File: src/rtl/fwspi_memio_rdseq_if.sv
// Bundle between the word-read requester / byte engine (master) and the read sequencer (slave).
interface fwspi_memio_rdseq_if;
  logic        rd_valid;
  logic        rd_ready;
  logic [23:0] rd_addr;
  logic [31:0] rd_rdata;
  logic [1:0]  cfg_mode;
  logic [3:0]  cfg_dummy;
  logic        xfer_resetn;
  logic        din_valid;
  logic        din_ready;
  logic [7:0]  din_data;
  logic [3:0]  din_tag;
  logic        din_cont;
  logic        din_dspi;
  logic        din_qspi;
  logic        din_ddr;
  logic        din_rd;
  logic        dout_valid;
  logic [7:0]  dout_data;
  logic [3:0]  dout_tag;

  modport master (
    output rd_valid, rd_addr, cfg_mode, cfg_dummy, din_ready, dout_valid, dout_data, dout_tag,
    input  rd_ready, rd_rdata, xfer_resetn, din_valid, din_data, din_tag,
           din_cont, din_dspi, din_qspi, din_ddr, din_rd
  );

  modport slave (
    input  rd_valid, rd_addr, cfg_mode, cfg_dummy, din_ready, dout_valid, dout_data, dout_tag,
    output rd_ready, rd_rdata, xfer_resetn, din_valid, din_data, din_tag,
           din_cont, din_dspi, din_qspi, din_ddr, din_rd
  );
endinterface

File: src/rtl/fwspi_memio_rdseq.sv
// Word-read sequencer: emits cmd/addr/mode/read byte entries to the SPI byte engine,
// reassembles the returned bytes little-endian and keeps CSB low across sequential reads.
module fwspi_memio_rdseq (
  input logic clk,
  input logic reset,
  fwspi_memio_rdseq_if.slave bus
);
  typedef enum logic [3:0] {IDLE, DESEL, CMD, A2, A1, A0, MODE, RD, WAIT, DONE} state_t;

  state_t      state, state_nx;
  logic        burst_open;
  logic [23:0] next_addr, addr_q;
  logic [1:0]  mode_q;
  logic [3:0]  dummy_q;
  logic        first;
  logic [1:0]  rd_cnt;
  logic [31:0] rdata_q;
  logic        resetn_q;

  logic        cont_hit, accept;
  logic [7:0]  cmd_byte;
  logic        w_dspi, w_qspi, w_ddr;

  logic        rd_ready, xfer_resetn, din_valid, din_cont, din_dspi, din_qspi, din_ddr, din_rd;
  logic [7:0]  din_data;
  logic [3:0]  din_tag;

  // next_addr == 0 means the previous word ended at the top of flash; never continue across the wrap
  assign cont_hit = burst_open && (bus.rd_addr == next_addr) && (next_addr != 24'd0) &&
                    (bus.cfg_mode == mode_q) && (bus.cfg_dummy == dummy_q);
  assign accept   = din_valid && bus.din_ready;
  assign w_dspi   = (mode_q == 2'd1);
  assign w_qspi   = mode_q[1];
  assign w_ddr    = (mode_q == 2'd3);

  always_comb begin
    case (mode_q)
      2'd0:    cmd_byte = 8'h03;
      2'd1:    cmd_byte = 8'hBB;
      2'd2:    cmd_byte = 8'hEB;
      default: cmd_byte = 8'hED;
    endcase
  end

  always_ff @(posedge clk) begin
    if (reset) state <= IDLE;
    else       state <= state_nx;
  end

  always_comb begin
    state_nx    = state;
    rd_ready    = 1'b0;
    xfer_resetn = 1'b1;
    din_valid   = 1'b0;
    din_data    = 8'h00;
    din_tag     = 4'h0;
    din_cont    = 1'b0;
    din_dspi    = 1'b0;
    din_qspi    = 1'b0;
    din_ddr     = 1'b0;
    din_rd      = 1'b0;
    case (state)
      IDLE: begin
        xfer_resetn = resetn_q;
        if (bus.rd_valid) state_nx = cont_hit ? RD : DESEL;
      end
      DESEL: begin
        xfer_resetn = 1'b0;
        state_nx    = CMD;
      end
      CMD: begin
        din_valid = 1'b1;
        din_cont  = 1'b1;
        din_data  = cmd_byte;
        if (bus.din_ready) state_nx = A2;
      end
      A2, A1, A0, MODE: begin
        din_valid = 1'b1;
        din_cont  = 1'b1;
        din_dspi  = w_dspi;
        din_qspi  = w_qspi;
        din_ddr   = w_ddr;
        case (state)
          A2:      din_data = addr_q[23:16];
          A1:      din_data = addr_q[15:8];
          A0:      din_data = addr_q[7:0];
          default: din_data = 8'h00;
        endcase
        if (bus.din_ready) begin
          case (state)
            A2:      state_nx = A1;
            A1:      state_nx = A0;
            A0:      state_nx = (mode_q == 2'd0) ? RD : MODE;
            default: state_nx = RD;
          endcase
        end
      end
      RD: begin
        din_valid = 1'b1;
        din_cont  = 1'b1;
        din_rd    = 1'b1;
        din_dspi  = w_dspi;
        din_qspi  = w_qspi;
        din_ddr   = w_ddr;
        din_tag   = {2'b00, rd_cnt} + 4'd1;
        if (first && (rd_cnt == 2'd0) && (mode_q != 2'd0)) din_data = {4'h0, dummy_q};
        if (bus.din_ready && (rd_cnt == 2'd3)) state_nx = WAIT;
      end
      WAIT: begin
        if (bus.dout_valid && (bus.dout_tag == 4'd4)) state_nx = DONE;
      end
      DONE: begin
        rd_ready = bus.rd_valid;
        state_nx = IDLE;
      end
      default: state_nx = IDLE;
    endcase
  end

  always_ff @(posedge clk) begin
    if (reset) begin
      burst_open <= 1'b0;
      next_addr  <= 24'd0;
      addr_q     <= 24'd0;
      mode_q     <= 2'd0;
      dummy_q    <= 4'd0;
      first      <= 1'b0;
      rd_cnt     <= 2'd0;
      rdata_q    <= 32'd0;
      resetn_q   <= 1'b0;
    end else begin
      resetn_q <= xfer_resetn;
      if (state == IDLE && bus.rd_valid && cont_hit) begin
        addr_q <= bus.rd_addr;
        first  <= 1'b0;
      end
      if (state == DESEL) begin
        mode_q  <= bus.cfg_mode;
        dummy_q <= bus.cfg_dummy;
        addr_q  <= bus.rd_addr;
        first   <= 1'b1;
      end
      if (state != RD) rd_cnt <= 2'd0;
      else if (accept) rd_cnt <= rd_cnt + 2'd1;
      // returns may overlap the tail of the RD entries, so capture in both states
      if ((state == RD || state == WAIT) && bus.dout_valid) begin
        case (bus.dout_tag)
          4'd1:    rdata_q[7:0]   <= bus.dout_data;
          4'd2:    rdata_q[15:8]  <= bus.dout_data;
          4'd3:    rdata_q[23:16] <= bus.dout_data;
          4'd4:    rdata_q[31:24] <= bus.dout_data;
          default: ;
        endcase
      end
      if (state == DONE) begin
        next_addr  <= addr_q + 24'd4;
        burst_open <= 1'b1;
      end
    end
  end

  assign bus.rd_ready    = rd_ready;
  assign bus.rd_rdata    = rdata_q;
  assign bus.xfer_resetn = xfer_resetn;
  assign bus.din_valid   = din_valid;
  assign bus.din_data    = din_data;
  assign bus.din_tag     = din_tag;
  assign bus.din_cont    = din_cont;
  assign bus.din_dspi    = din_dspi;
  assign bus.din_qspi    = din_qspi;
  assign bus.din_ddr     = din_ddr;
  assign bus.din_rd      = din_rd;
endmodule

File: src/flat_wrapper.sv
// flat-port wrapper written by rule: the top's interface ports become plain ports
module fwspi_memio_rdseq_flat 
  (clk, reset, bus_rd_valid, bus_rd_addr, bus_cfg_mode, bus_cfg_dummy, bus_din_ready, bus_dout_valid, bus_dout_data, bus_dout_tag, bus_rd_ready, bus_rd_rdata, bus_xfer_resetn, bus_din_valid, bus_din_data, bus_din_tag, bus_din_cont, bus_din_dspi, bus_din_qspi, bus_din_ddr, bus_din_rd);
  fwspi_memio_rdseq_if bus_i ();
  input logic clk;
  input logic reset;
  input wire logic [$bits(bus_i.rd_valid)-1:0] bus_rd_valid;
  input wire logic [$bits(bus_i.rd_addr)-1:0] bus_rd_addr;
  input wire logic [$bits(bus_i.cfg_mode)-1:0] bus_cfg_mode;
  input wire logic [$bits(bus_i.cfg_dummy)-1:0] bus_cfg_dummy;
  input wire logic [$bits(bus_i.din_ready)-1:0] bus_din_ready;
  input wire logic [$bits(bus_i.dout_valid)-1:0] bus_dout_valid;
  input wire logic [$bits(bus_i.dout_data)-1:0] bus_dout_data;
  input wire logic [$bits(bus_i.dout_tag)-1:0] bus_dout_tag;
  output wire logic [$bits(bus_i.rd_ready)-1:0] bus_rd_ready;
  output wire logic [$bits(bus_i.rd_rdata)-1:0] bus_rd_rdata;
  output wire logic [$bits(bus_i.xfer_resetn)-1:0] bus_xfer_resetn;
  output wire logic [$bits(bus_i.din_valid)-1:0] bus_din_valid;
  output wire logic [$bits(bus_i.din_data)-1:0] bus_din_data;
  output wire logic [$bits(bus_i.din_tag)-1:0] bus_din_tag;
  output wire logic [$bits(bus_i.din_cont)-1:0] bus_din_cont;
  output wire logic [$bits(bus_i.din_dspi)-1:0] bus_din_dspi;
  output wire logic [$bits(bus_i.din_qspi)-1:0] bus_din_qspi;
  output wire logic [$bits(bus_i.din_ddr)-1:0] bus_din_ddr;
  output wire logic [$bits(bus_i.din_rd)-1:0] bus_din_rd;
  assign bus_i.rd_valid = bus_rd_valid;
  assign bus_i.rd_addr = bus_rd_addr;
  assign bus_i.cfg_mode = bus_cfg_mode;
  assign bus_i.cfg_dummy = bus_cfg_dummy;
  assign bus_i.din_ready = bus_din_ready;
  assign bus_i.dout_valid = bus_dout_valid;
  assign bus_i.dout_data = bus_dout_data;
  assign bus_i.dout_tag = bus_dout_tag;
  assign bus_rd_ready = bus_i.rd_ready;
  assign bus_rd_rdata = bus_i.rd_rdata;
  assign bus_xfer_resetn = bus_i.xfer_resetn;
  assign bus_din_valid = bus_i.din_valid;
  assign bus_din_data = bus_i.din_data;
  assign bus_din_tag = bus_i.din_tag;
  assign bus_din_cont = bus_i.din_cont;
  assign bus_din_dspi = bus_i.din_dspi;
  assign bus_din_qspi = bus_i.din_qspi;
  assign bus_din_ddr = bus_i.din_ddr;
  assign bus_din_rd = bus_i.din_rd;
  fwspi_memio_rdseq u_core (.clk(clk), .reset(reset), .bus(bus_i));
endmodule
File: config.mk
export PLATFORM = sky130hd
export DESIGN_NAME = fwspi_memio_rdseq_flat
export DESIGN_NICKNAME = d
export VERILOG_FILES = /design/src/rtl/fwspi_memio_rdseq_if.sv /design/src/rtl/fwspi_memio_rdseq.sv /design/src/flat_wrapper.sv
export SDC_FILE = /design/constraint.sdc
export NUM_CORES = 1
export LEC_CHECK = 0
export CAP_MARGIN = 20
export CORE_MARGIN = 1.5
export CORE_UTILIZATION = 34
export CTS_CLUSTER_SIZE = 20
export DETAILED_ROUTE_END_ITERATION = 8
export GPL_ROUTABILITY_DRIVEN = 1
export PLACE_DENSITY_LB_ADDON = 0.1
export SYNTH_ARGS = -nofsm -noshare
export SYNTH_HDL_FRONTEND = slang
export SYNTH_SLANG_ARGS = --single-unit
File: constraint.sdc
create_clock -name clk -period 3.01 [get_ports clk]
set_input_delay 0.4515 -clock clk [delete_from_list [all_inputs] [get_ports clk]]
set_output_delay 0.4515 -clock clk [all_outputs]
set_load 0.01 [all_outputs]
== Yosys cells after proc, flatten, opt, wreduce, memory -nomap -nowiden ==
Cells that the tools add are included.
Cells by class
  add/subtract/negate cells: 3
  div/mod/pow operators: 0
  $lt $le $gt $ge: 0
  equal/unequal tests: 26
  shifts and indexed selects: 0
  reduce and logical (&&, ||, !) cells: 28
  $mul: 0
  muxes and demuxes: 25
  bitwise operators: 0
Operator list (number)
  $pmux 8 s3: 3
  $mux 24: 2
  $mux 4: 7
  $add 24x3->24 const B: 1
  $eq 24x24->1: 1
  $pmux 4 s6: 1
  $reduce_bool 24->1: 1
  $eq 4x3->1 const B: 5
  $eq 4x2->1 const B: 4
  $logic_and 1x1->1: 12
  $pmux 4 s3: 1
  $mux 1: 9
  $eq 4x1->1 const B: 2
  $eq 4x4->1 const B: 2
  $reduce_and 2->1: 4
  $eq 2x2->1 const B: 3
  $ne 2x2->1 const B: 3
  $reduce_or 6->1: 1
  $reduce_and 5->1: 1
  $reduce_or 5->1: 1
  $eq 4x4->1: 1
  $logic_not 2->1: 2
  $logic_not 4->1: 1
  $ne 2x1->1 const B: 2
  other kinds (11): 12
Storage, ports and cells
  RAM bits: 0
  memories: 0
  bits in latches: 0
  input port bits: 47
  flip-flop bits (word level): 95
  memory bits (read-only): 0
  word-level logic and storage cells: 95

== Logic depth before layout (Yosys ltp) ==
Gate-level depths: netlist (run 1).
  depth in word-level cells: 8
  gate-level depth with buffers: 9
  gate-level depth less buffers: 7

== Worst setup path after synthesis (run 1) ==
OpenSTA, ideal clock, no wires.
  path kind: register -> output
  start point: register u_core.state[1]
  end point: output port bus_rd_ready
  cell stages (with the launch flop): 7
  arrival time: 1.764 ns
  setup slack: 0.795 ns
  buffers on the path: 3
  cell sequence: dfxtp_1 clkbuf_1 nand2b_1 nor3b_1 clkbuf_1 clkbuf_1 and2_1
On the way
  word-level cells in the longest chain between the ends: 2
RTL lines
  start, declared: RTL line fwspi_memio_rdseq.sv:10  | state_t state, state_nx;
  start signal, assigned: RTL line fwspi_memio_rdseq.sv:47  | else state <= state_nx;
  $eq 4x4->1: RTL line fwspi_memio_rdseq.sv:62  | case (state)
  $mux 1: RTL line fwspi_memio_rdseq.sv:62
  end, declared: RTL line flat_wrapper.sv:15  | output wire logic [$bits(bus_i.rd_ready)-1:0] bus_rd_ready;
Every way passes these cells.

== Worst setup path after layout (run 1) ==
  start point: register u_core.state[1]
  end point: output port bus_din_data[3]
On the way
  word-level cells in the longest chain between the ends: 3
RTL lines
  $eq 4x3->1, or another cell as far along: RTL line fwspi_memio_rdseq.sv:62, fwspi_memio_rdseq.sv:83
  $pmux 8 s3 / $reduce_or 4->1 (equally long branches): RTL line fwspi_memio_rdseq.sv:83, fwspi_memio_rdseq.sv:62
  $pmux 8 s3 *: RTL line fwspi_memio_rdseq.sv:62
  end, declared: RTL line flat_wrapper.sv:19  | output wire logic [$bits(bus_i.din_data)-1:0] bus_din_data;
Every way passes the cells marked *; elsewhere a longest branch is shown, timed or not.

==> results.toml, run 1 <==
[status]
outcome = "complete, no violations"

[clock_tree]
postCtsSetupRepairBufs = 0
clock_latency_ns = 0.35
hold_buffers = 0
cts_tree = "done"
htree_levels = 3
root_buffer = "clkbuf_16"
clock-sinks = 95
clk_pin_slew_ns = 0.07
cts.path.max_buffers = 2
cts_made_buffers = 9

[floorplan]
initial_core_util_pct = 34.8
die_width_um = 122
pin_count = 99
die_h_um = 122
fp.dieArea_um2 = 14900
core_um2 = 13800
fp-row-count = 43

[final_layout]
utilization_pct = 45.6
fin_nets = 681
syn2layout_area_growth_pct = 31.0
instances_no_fill = 816
layout_commonest_cell = "clkdlybuf4s50_1"
fillers = 1359
layout_common_cells = "clkdlybuf4s50_1, dfxtp_1, nor2_1"
drive_gt1_share_pct = 6.92
antenna_cells = 0

[sta]
rsz0062_at_grt = "false"
finalSetupViolCount = 0
setup-tns-final_ns = 0
max-slew-margin-rel_pct = 57.0
fin_crit_sh_pct = 94.4
fin_crit_ns = 2.84
slew_viol_final = 0
fmax_ghz = 0.352
fin_worst_skew_ns = 0.0104
finalHoldViolCount = 0
tightestPinTransition_ns = 0.643

[synthesis]
synth-warning-count = 0
ys.flop_type = "dfxtp_1"
synth-seq-cells = 95
async_reset_ff_share_pct = 0
syn_avg_cell_area_um2 = 8.93
synth_edf_count = 0
yosysSeqAreaShare_pct = 39.5
synth_top_area_share_pct = 39.5
synth_area_um2 = 4810
yosys.area.top_type = "dfxtp_1"
synth_area_leaders = "dfxtp_1, mux2i_1, nand2b_1"
synth_nets = 589
yosysUniqueCellTypes = 50
postSynthCellCount = 539

[power_and_ir_drop]
power_w = 0.00344
p_leak_nw = 2.60
internal_power_w = 0.00237
power_density_nw_per_um2 = 546
swShare_pct = 31.0
combPwrFrac_pct = 20.8
pwr-share-clk_pct = 34.8
p_seq_share_pct = 44.4
ir_drop_v = 0.000260
p_sw_w = 0.00107

[critical_path]
worstPathRequired_ns = 2.56
start_kind = "flip-flop"
cp_max_fo = 11
crit_arrival_ns = 2.39
crit_type = "flip-flop to output pin"
end_kind = "output pin"

[routing]
drtIter0Drc = 252
totalWireLength_um = 13500
vias = 4032
final_antenna_net_count = 0
routedWlPerCell_um = 16.6
drt-pass1-iter-count = 4
via_per_inst = 4.94
drc = 0

[grt]
grt_usage_pct = 19.0
grt_overflow_total = 0
grt_pass1_wl_um = 21600
grt_max_degree = 47
antenna_found_initial = 0
grt_use_met1_pct = 26.0
grt_pass1_vias = 3964
met3_usage_pct = 4.73
groute.layer.met2.usage_pct = 29.9
grt_busiest_layer = "met2"

[min_path]
min_path_type = "flip-flop to flip-flop"

[job]
maxCapViolCount = 0

[place]
place.gp.congestion = 0.847
placed_cells = 800
io_buffers = 97
dpl.hpwl_um = 10200
[cell usage after synthesis (3+ instances only)]
cell      count
dfxtp_1      95
nor2_1       77
mux2i_1      60
nand2b_1     52
nand2_1      36
xor2_1       35
clkbuf_1     24
a211oi_1     21
xnor2_1      13
nor3_1       11
nor4_1       11
a21oi_1      10
nand4_1       8
nand3_1       7
mux2_1        6
inv_1         5
a221o_1       4
buf_2         4
o21ai_1       4
a22oi_1       3
a32oi_1       3
and2_1        3
buf_6         3
ha_1          3
nand3b_1      3
nor2b_1       3
nor4b_1       3
o21ai_0       3
or3_1         3
[path summary, 6_finish.rpt]
path,start,endpoint,slack (ns),cells after the start
setup / recovery,u_core.state[1]$_SDFFE_PP0P_,bus_din_data[3],0.17,6
hold / removal,u_core.dummy_q[0]$_SDFFE_PP0P_,u_core.dummy_q[0]$_SDFFE_PP0P_,0.48,2
setup reg to reg,u_core.addr_q[2]$_SDFFE_PP0P_,u_core.next_addr[20]$_SDFFE_PP0N_,0.67,6
hold reg to reg,u_core.dummy_q[0]$_SDFFE_PP0P_,u_core.dummy_q[0]$_SDFFE_PP0P_,0.48,2
[power by group through the flow]
stage               Combinational (W)  Sequential [W]  Clock, W
floorplan                    0.000509         0.00146         0
global placement             0.000709         0.00155         0
detailed placement           0.000719         0.00155         0
CTS                          0.000723         0.00152   0.00123
global route                 0.000788         0.00154   0.00128
finish                       0.000716         0.00153   0.00120
[final cells by class]
class | instances | area (um^2) | area share (%)
inverter | 6 | 22.5 | 0.357
clock inverter | 6 | 75.1 | 1.19
clock buffer | 10 | 229 | 3.63
timing repair buffer | 115 | 1110 | 17.7
tap | 180 | 225 | 3.57
multi-input combinational | 404 | 2730 | 43.4
sequential | 95 | 1900 | 30.2
[stage by stage]
stage | cell area [um^2] | setup slack (ns) | hold slack, ns
after CTS | 6300 | 0.0152 | 0.483
after global routing | 6300 | 0.0315 | 0.515
after detailed placement | 5990 | 0.207 | 0.472
final | 6300 | 0.170 | 0.481
after global placement | 5990 | 0.263 | 0.472
after floorplan | 4810 | 0.795 | 0.440
[metal layers]
layer / vias to the layer above / share of wire (%)
met5: - / 0
met4: 0 / 1.2
met3: 10 / 5.1
met2: 89 / 46
met1: 1878 / 48
li1: 2055 / -
[sequential cells by signal (all words and copies together), names as in the netlist]
name / count
u_core.rd_cnt: 2
u_core.addr_q: 24
u_core.dummy_q: 4
u_core.first: 1
u_core.state: 4
u_core.next_addr: 24
u_core.mode_q: 2
u_core.burst_open: 1
u_core.resetn_q: 1
u_core.bus.rd_rdata: 32
[timing repair]
item,4_1_cts,5_1_grt
endpoints found under the setup margin,0,6
gates resized for setup,0,3
endpoints found under the hold margin,0,0
[critical path, stage by stage, from the launching register on]
cell and delay, ns:
dfxtp_1 0.56, nor4b_1 0.29, buf_4 0.19, nor2b_1 0.25, a221oi_1 0.09, nand2_1 0.13
clkdlybuf4s50_1 0.54
[cells by family (layout without fill, tap and decap cells)]
group / Yosys count / in the layout / synth area share, %
compound gates: 60 / 60 / 9.05
xor+xnor: 49 / 49 / 9.07
fa+ha+maj: 3 / 3 / 0.780
buf+inv: 40 / 137 / 3.85
flops: 95 / 95 / 39.5
mux: 66 / 66 / 13.9
other cells: 1 / 1 / 0.0779
simple gates: 225 / 225 / 23.8
(Power assumes the default switching activity.)
==> run 2: changes to the inputs <==
- PLACE_DENSITY: not set -> 0.61
- PLACE_DENSITY_LB_ADDON: 0.1 -> not set
==> run 2 against run 1 <==
  * Routed wire length is 3.3% lower
  * Global-route usage is 0.90 points lower
  * Die area stayed put
  * Design area is 0.64% lower
  * Sequential share of layout area is 0.19 points higher
  * Non-clock buffer count is 7 lower
  * Count of clock-buffer cells in the layout is 1 lower
  * Clock power hardly changed
==> results.toml, run 2 (synthesis gave the netlist of run 1 again) <==
[grt]
grt_busiest_layer = "met2"
grt_pass1_vias = 3957
grt_usage_pct = 18.1
groute.layer.met2.usage_pct = 30.9
met3_usage_pct = 5.43
grt_overflow_total = 0
antenna_found_initial = 0
grt_max_degree = 120
grt_use_met1_pct = 21.6
grt_pass1_wl_um = 20500

[clock_tree]
cts.path.max_buffers = 2
clock_latency_ns = 0.35
root_buffer = "clkbuf_16"
postCtsSetupRepairBufs = 0
cts_made_buffers = 9
htree_levels = 3
clock-sinks = 95
hold_buffers = 0
clk_pin_slew_ns = 0.07
cts_tree = "done"

[final_layout]
layout_commonest_cell = "clkdlybuf4s50_1"
layout_common_cells = "clkdlybuf4s50_1, dfxtp_1, nor2_1"
instances_no_fill = 809
fillers = 1359
drive_gt1_share_pct = 6.04
antenna_cells = 0
syn2layout_area_growth_pct = 30.1
largest_register_ffs = 32
fin_nets = 674

[min_path]
min_path_type = "flip-flop to flip-flop"

[sta]
hold_ws_ns = 0.482
finalSetupViolCount = 0
fin_crit_ns = 2.84
max-slew-margin-rel_pct = 60.3
slew_viol_final = 0
rsz0062_at_grt = "false"
finalHoldViolCount = 0
setup-tns-final_ns = 0
tightestPinTransition_ns = 0.594
fmax_ghz = 0.352
fin_worst_skew_ns = 0.00482
fin_crit_sh_pct = 94.3

[floorplan]
die_h_um = 122
initial_core_util_pct = 34.8
fp-row-count = 43
fp.dieArea_um2 = 14900
die_width_um = 122
pin_count = 99
core_um2 = 13800

[routing]
drt-pass1-iter-count = 4
vias = 4030
drtIter0Drc = 222
totalWireLength_um = 13100
via_per_inst = 4.98
routedWlPerCell_um = 16.2
drc = 0
final_antenna_net_count = 0

[job]
maxCapViolCount = 0

[place]
placed_cells = 793
place.gp.congestion = 0.826
dpl.hpwl_um = 9640
io_buffers = 97

[critical_path]
cp_max_fo = 11
start_kind = "flip-flop"
end_kind = "output pin"
worstPathRequired_ns = 2.56
crit_arrival_ns = 2.39
crit_type = "flip-flop to output pin"

[power_and_ir_drop]
ir_drop_v = 0.000334
p_leak_nw = 2.58
power_density_nw_per_um2 = 548

[status]
outcome = "complete, no violations"
run 2: cell types whose count changed in the layout (fill, tap and decap cells not counted):
| cell | change |
|---|---|
| clkinvlp_4 | +1 |
| clkbuf_1 | -1 |
| inv_6 | -1 |
| clkinv_2 | +1 |
| buf_4 | -8 |
| buf_12 | +1 |
run 2: final timing paths:
| kind | startpoint | to | slack [ns] | cells past startpoint |
|---|---|---|---|---|
| max reg2reg | u_core.state[0]$_SDFFE_PP0P_ | u_core.bus.rd_rdata[8]$_SDFFE_PP0P_ | 0.51 | 7 |
| min | u_core.burst_open$_SDFFE_PP0N_ | u_core.burst_open$_SDFFE_PP0N_ | 0.48 | 2 |
| min reg2reg | u_core.burst_open$_SDFFE_PP0N_ | u_core.burst_open$_SDFFE_PP0N_ | 0.48 | 2 |
| max | u_core.state[1]$_SDFFE_PP0P_ | bus_din_data[3] | 0.17 | 6 |
run 2: worst max-delay path, stage by stage, from the launching register on:
cell and delay (ns):
dfxtp_1 0.54, nor4b_1 0.28, buf_4 0.20, nor2b_1 0.24, a221oi_1 0.08, nand2_1 0.14, clkdlybuf4s50_1 0.54
run 2: where the power goes:
part           total (W)  internal, W  switching, W
Combinational   0.000724     0.000369      0.000355
Clock            0.00119     0.000655      0.000539
Sequential       0.00152      0.00135      0.000163
Total            0.00343      0.00238       0.00106
run 2: timing repair:
item                                    CTS  global route
endpoints found under the hold margin     0             0
gates resized for setup                   0             3
endpoints found under the setup margin    0             6
run 2: per-layer routing:
metal	wire (um)	vias to the layer above
met3	882	15
met2	6350	112
li1	-	2033
met1	5640	1870
met5	0	-
met4	214	0
run 2: per-stage QoR:
| stage | util [%] | area (um^2) | setup WS [ns] | total power (W) |
|---|---|---|---|---|
| final | 45.3 | 6260 | 0.171 | 0.00343 |
| after global routing | 45.3 | 6260 | 0.0730 | 0.00360 |
| after CTS | 45.3 | 6260 | 0.0340 | 0.00347 |
| after detailed placement | 43.1 | 5950 | 0.212 | 0.00227 |
| after global placement | 43.1 | 5950 | 0.250 | 0.00225 |
| after floorplan | - | 4810 | 0.795 | 0.00197 |
run 2: layout make-up:
cell class | instances | area [um^2] | area share, %
clock inverter | 7 | 78.8 | 1.26
sequential | 95 | 1900 | 30.4
multi-input combinational | 404 | 2730 | 43.6
tap | 180 | 225 | 3.60
inverter | 6 | 22.5 | 0.360
clock buffer | 9 | 225 | 3.60
timing repair buffer | 108 | 1070 | 17.1
==> run 3: changes to the inputs <==
- CORE_UTILIZATION: 34 -> 30
- PLACE_DENSITY: 0.61 -> 0.56
==> run 3 against run 2 <==
  * Cell count grew 4.1%
  * Sequential share of layout area about the same
  * Count of clock-buffer cells in the layout grew 1
==> results.toml, run 3 (synthesis gave the netlist of run 1 again) <==
[clock_tree]
clock-sinks = 95
hold_buffers = 0
htree_levels = 3
clock_latency_ns = 0.36
cts_made_buffers = 9
clk_pin_slew_ns = 0.07
root_buffer = "clkbuf_16"
cts_tree = "done"
cts.path.max_buffers = 2

[critical_path]
crit_type = "flip-flop to output pin"
worstPathRequired_ns = 2.56
crit_arrival_ns = 2.39
cp_max_fo = 17
cpPeakStageDelay_ns = 0.54
startpoint = "u_core.state[0]$_SDFFE_PP0P_"
crit_slowest_cell = "clkdlybuf4s50_1"
rrSetupSlack_ns = 0.62
setup.worst_path.end = "bus_din_data[3]"
r2r_cells = 6
end_kind = "output pin"
path_buf_inv = 2
start_kind = "flip-flop"
path_delay_family = "simple AND/OR/NAND/NOR gates"
cp.depth = 6
r2r_start = "u_core.state[3]$_SDFFE_PP0P_"
cp_cell_sequence = "nor4b_1, buf_4, nor2b_1, a221oi_1, nand2_1, clkdlybuf4s50_1"
worstReg2RegEnd = "u_core.bus.rd_rdata[0]$_SDFFE_PP0P_"

[grt]
antenna_found_initial = 0
grt_overflow_total = 0
grt_max_degree = 120
grt_usage_pct = 16.7
grt_pass1_vias = 3930
grt_pass1_wl_um = 21500

[place]
dp_worst_setup_slack_ns = 0.203
place.gp.congestion = 0.817
io_buffers = 97
placed_cells = 826
dpl.hpwl_um = 9890

[routing]
routedWlPerCell_um = 16.0
drt-pass1-iter-count = 4
vias = 4014
totalWireLength_um = 13500
drc = 0
via_per_inst = 4.77
drtIter0Drc = 218
final_antenna_net_count = 0

[power_and_ir_drop]
p_leak_nw = 2.55
power_density_nw_per_um2 = 535
ir_drop_v = 0.000393

[final_layout]
fin_nets = 671
layout_common_cells = "clkdlybuf4s50_1, dfxtp_1, nor2_1"
utilization_pct = 39.7
instances_no_fill = 842
drive_gt1_share_pct = 5.59
syn2layout_area_growth_pct = 30.1
largest_register_ffs = 32
antenna_cells = 0
fillers = 1612
layout_commonest_cell = "clkdlybuf4s50_1"

[sta]
fin_worst_skew_ns = 0.00696
tightestPinTransition_ns = 0.605
fin_crit_sh_pct = 94.2
rsz0062_at_grt = "false"
fin_crit_ns = 2.84
finalHoldViolCount = 0
slew_viol_final = 0
setup-tns-final_ns = 0
finalWorstSetupSlack_ns = 0.173
fmax_ghz = 0.353
hold_ws_ns = 0.483
finalSetupViolCount = 0
max-slew-margin-rel_pct = 59.5

[floorplan]
die_h_um = 130
pin_count = 99
fp-row-count = 46
initial_core_util_pct = 30.5
core_um2 = 15800
die_width_um = 130
fp.dieArea_um2 = 16800

[status]
outcome = "complete, no violations"

[min_path]
min_path_type = "flip-flop to flip-flop"

[job]
maxCapViolCount = 0
run 3: where the power goes:
group	switching (W)	leakage [nW]	internal (W)
Clock	0.000541	0.132	0.000576
Sequential	0.000169	0.771	0.00135
Combinational	0.000350	1.65	0.000358
run 3: repair_timing:
| item | in CTS | in global routing |
|---|---|---|
| setup endpoints to repair | 1 | 6 |
| pin swaps | 0 | 0 |
| resized for setup | 1 | 3 |
| buffers inserted | 0 | 0 |
run 3: how the worst min path moves through the flow:
| stage | end | cells after the start | from |
|---|---|---|---|
| 4_1_cts | u_core.burst_open$_SDFFE_PP0N_ | 2 | u_core.burst_open$_SDFFE_PP0N_ |
| 2_1_floorplan | u_core.burst_open$_SDFFE_PP0N_ | 2 | u_core.burst_open$_SDFFE_PP0N_ |
| 3_3_place_gp | u_core.burst_open$_SDFFE_PP0N_ | 2 | u_core.burst_open$_SDFFE_PP0N_ |
| 3_5_place_dp | u_core.burst_open$_SDFFE_PP0N_ | 2 | u_core.burst_open$_SDFFE_PP0N_ |
| 5_1_grt | u_core.burst_open$_SDFFE_PP0N_ | 2 | u_core.burst_open$_SDFFE_PP0N_ |
| 6_report | u_core.burst_open$_SDFFE_PP0N_ | 2 | u_core.burst_open$_SDFFE_PP0N_ |
run 3: worst min-delay path, stage by stage (launching register included):
cell,delay [ns]
dfxtp_1,0.34
nor2_1,0.05
nor2_1,0.07
run 3: layout make-up:
type / instances / area [um^2] / share of cell area (%)
Tap cell: 216 / 270 / 4.32
Sequential cell: 95 / 1910 / 30.4
Clock buffer: 10 / 229 / 3.66
Multi-Input combinational cell: 404 / 2730 / 43.6
Timing Repair Buffer: 105 / 1050 / 16.8
Inverter: 6 / 22.5 / 0.360
Clock inverter: 6 / 52.6 / 0.839
run 3: per-stage QoR:
stage	instance area (um^2)	total power, W
after detailed placement	5980	0.00226
after floorplan	4810	0.00197
after global routing	6260	0.00352
final	6260	0.00335
after CTS	6260	0.00339
after global placement	5980	0.00225
run 3: layer usage:
layer | vias up | wire length, um | GRT usage (%)
li1 | 2032 | - | -
met1 | 1867 | 6120 | 21.0
met2 | 102 | 6310 | 27.5
met3 | 13 | 890 | 5.41
met4 | 0 | 174 | 4.71
met5 | - | 0 | 0
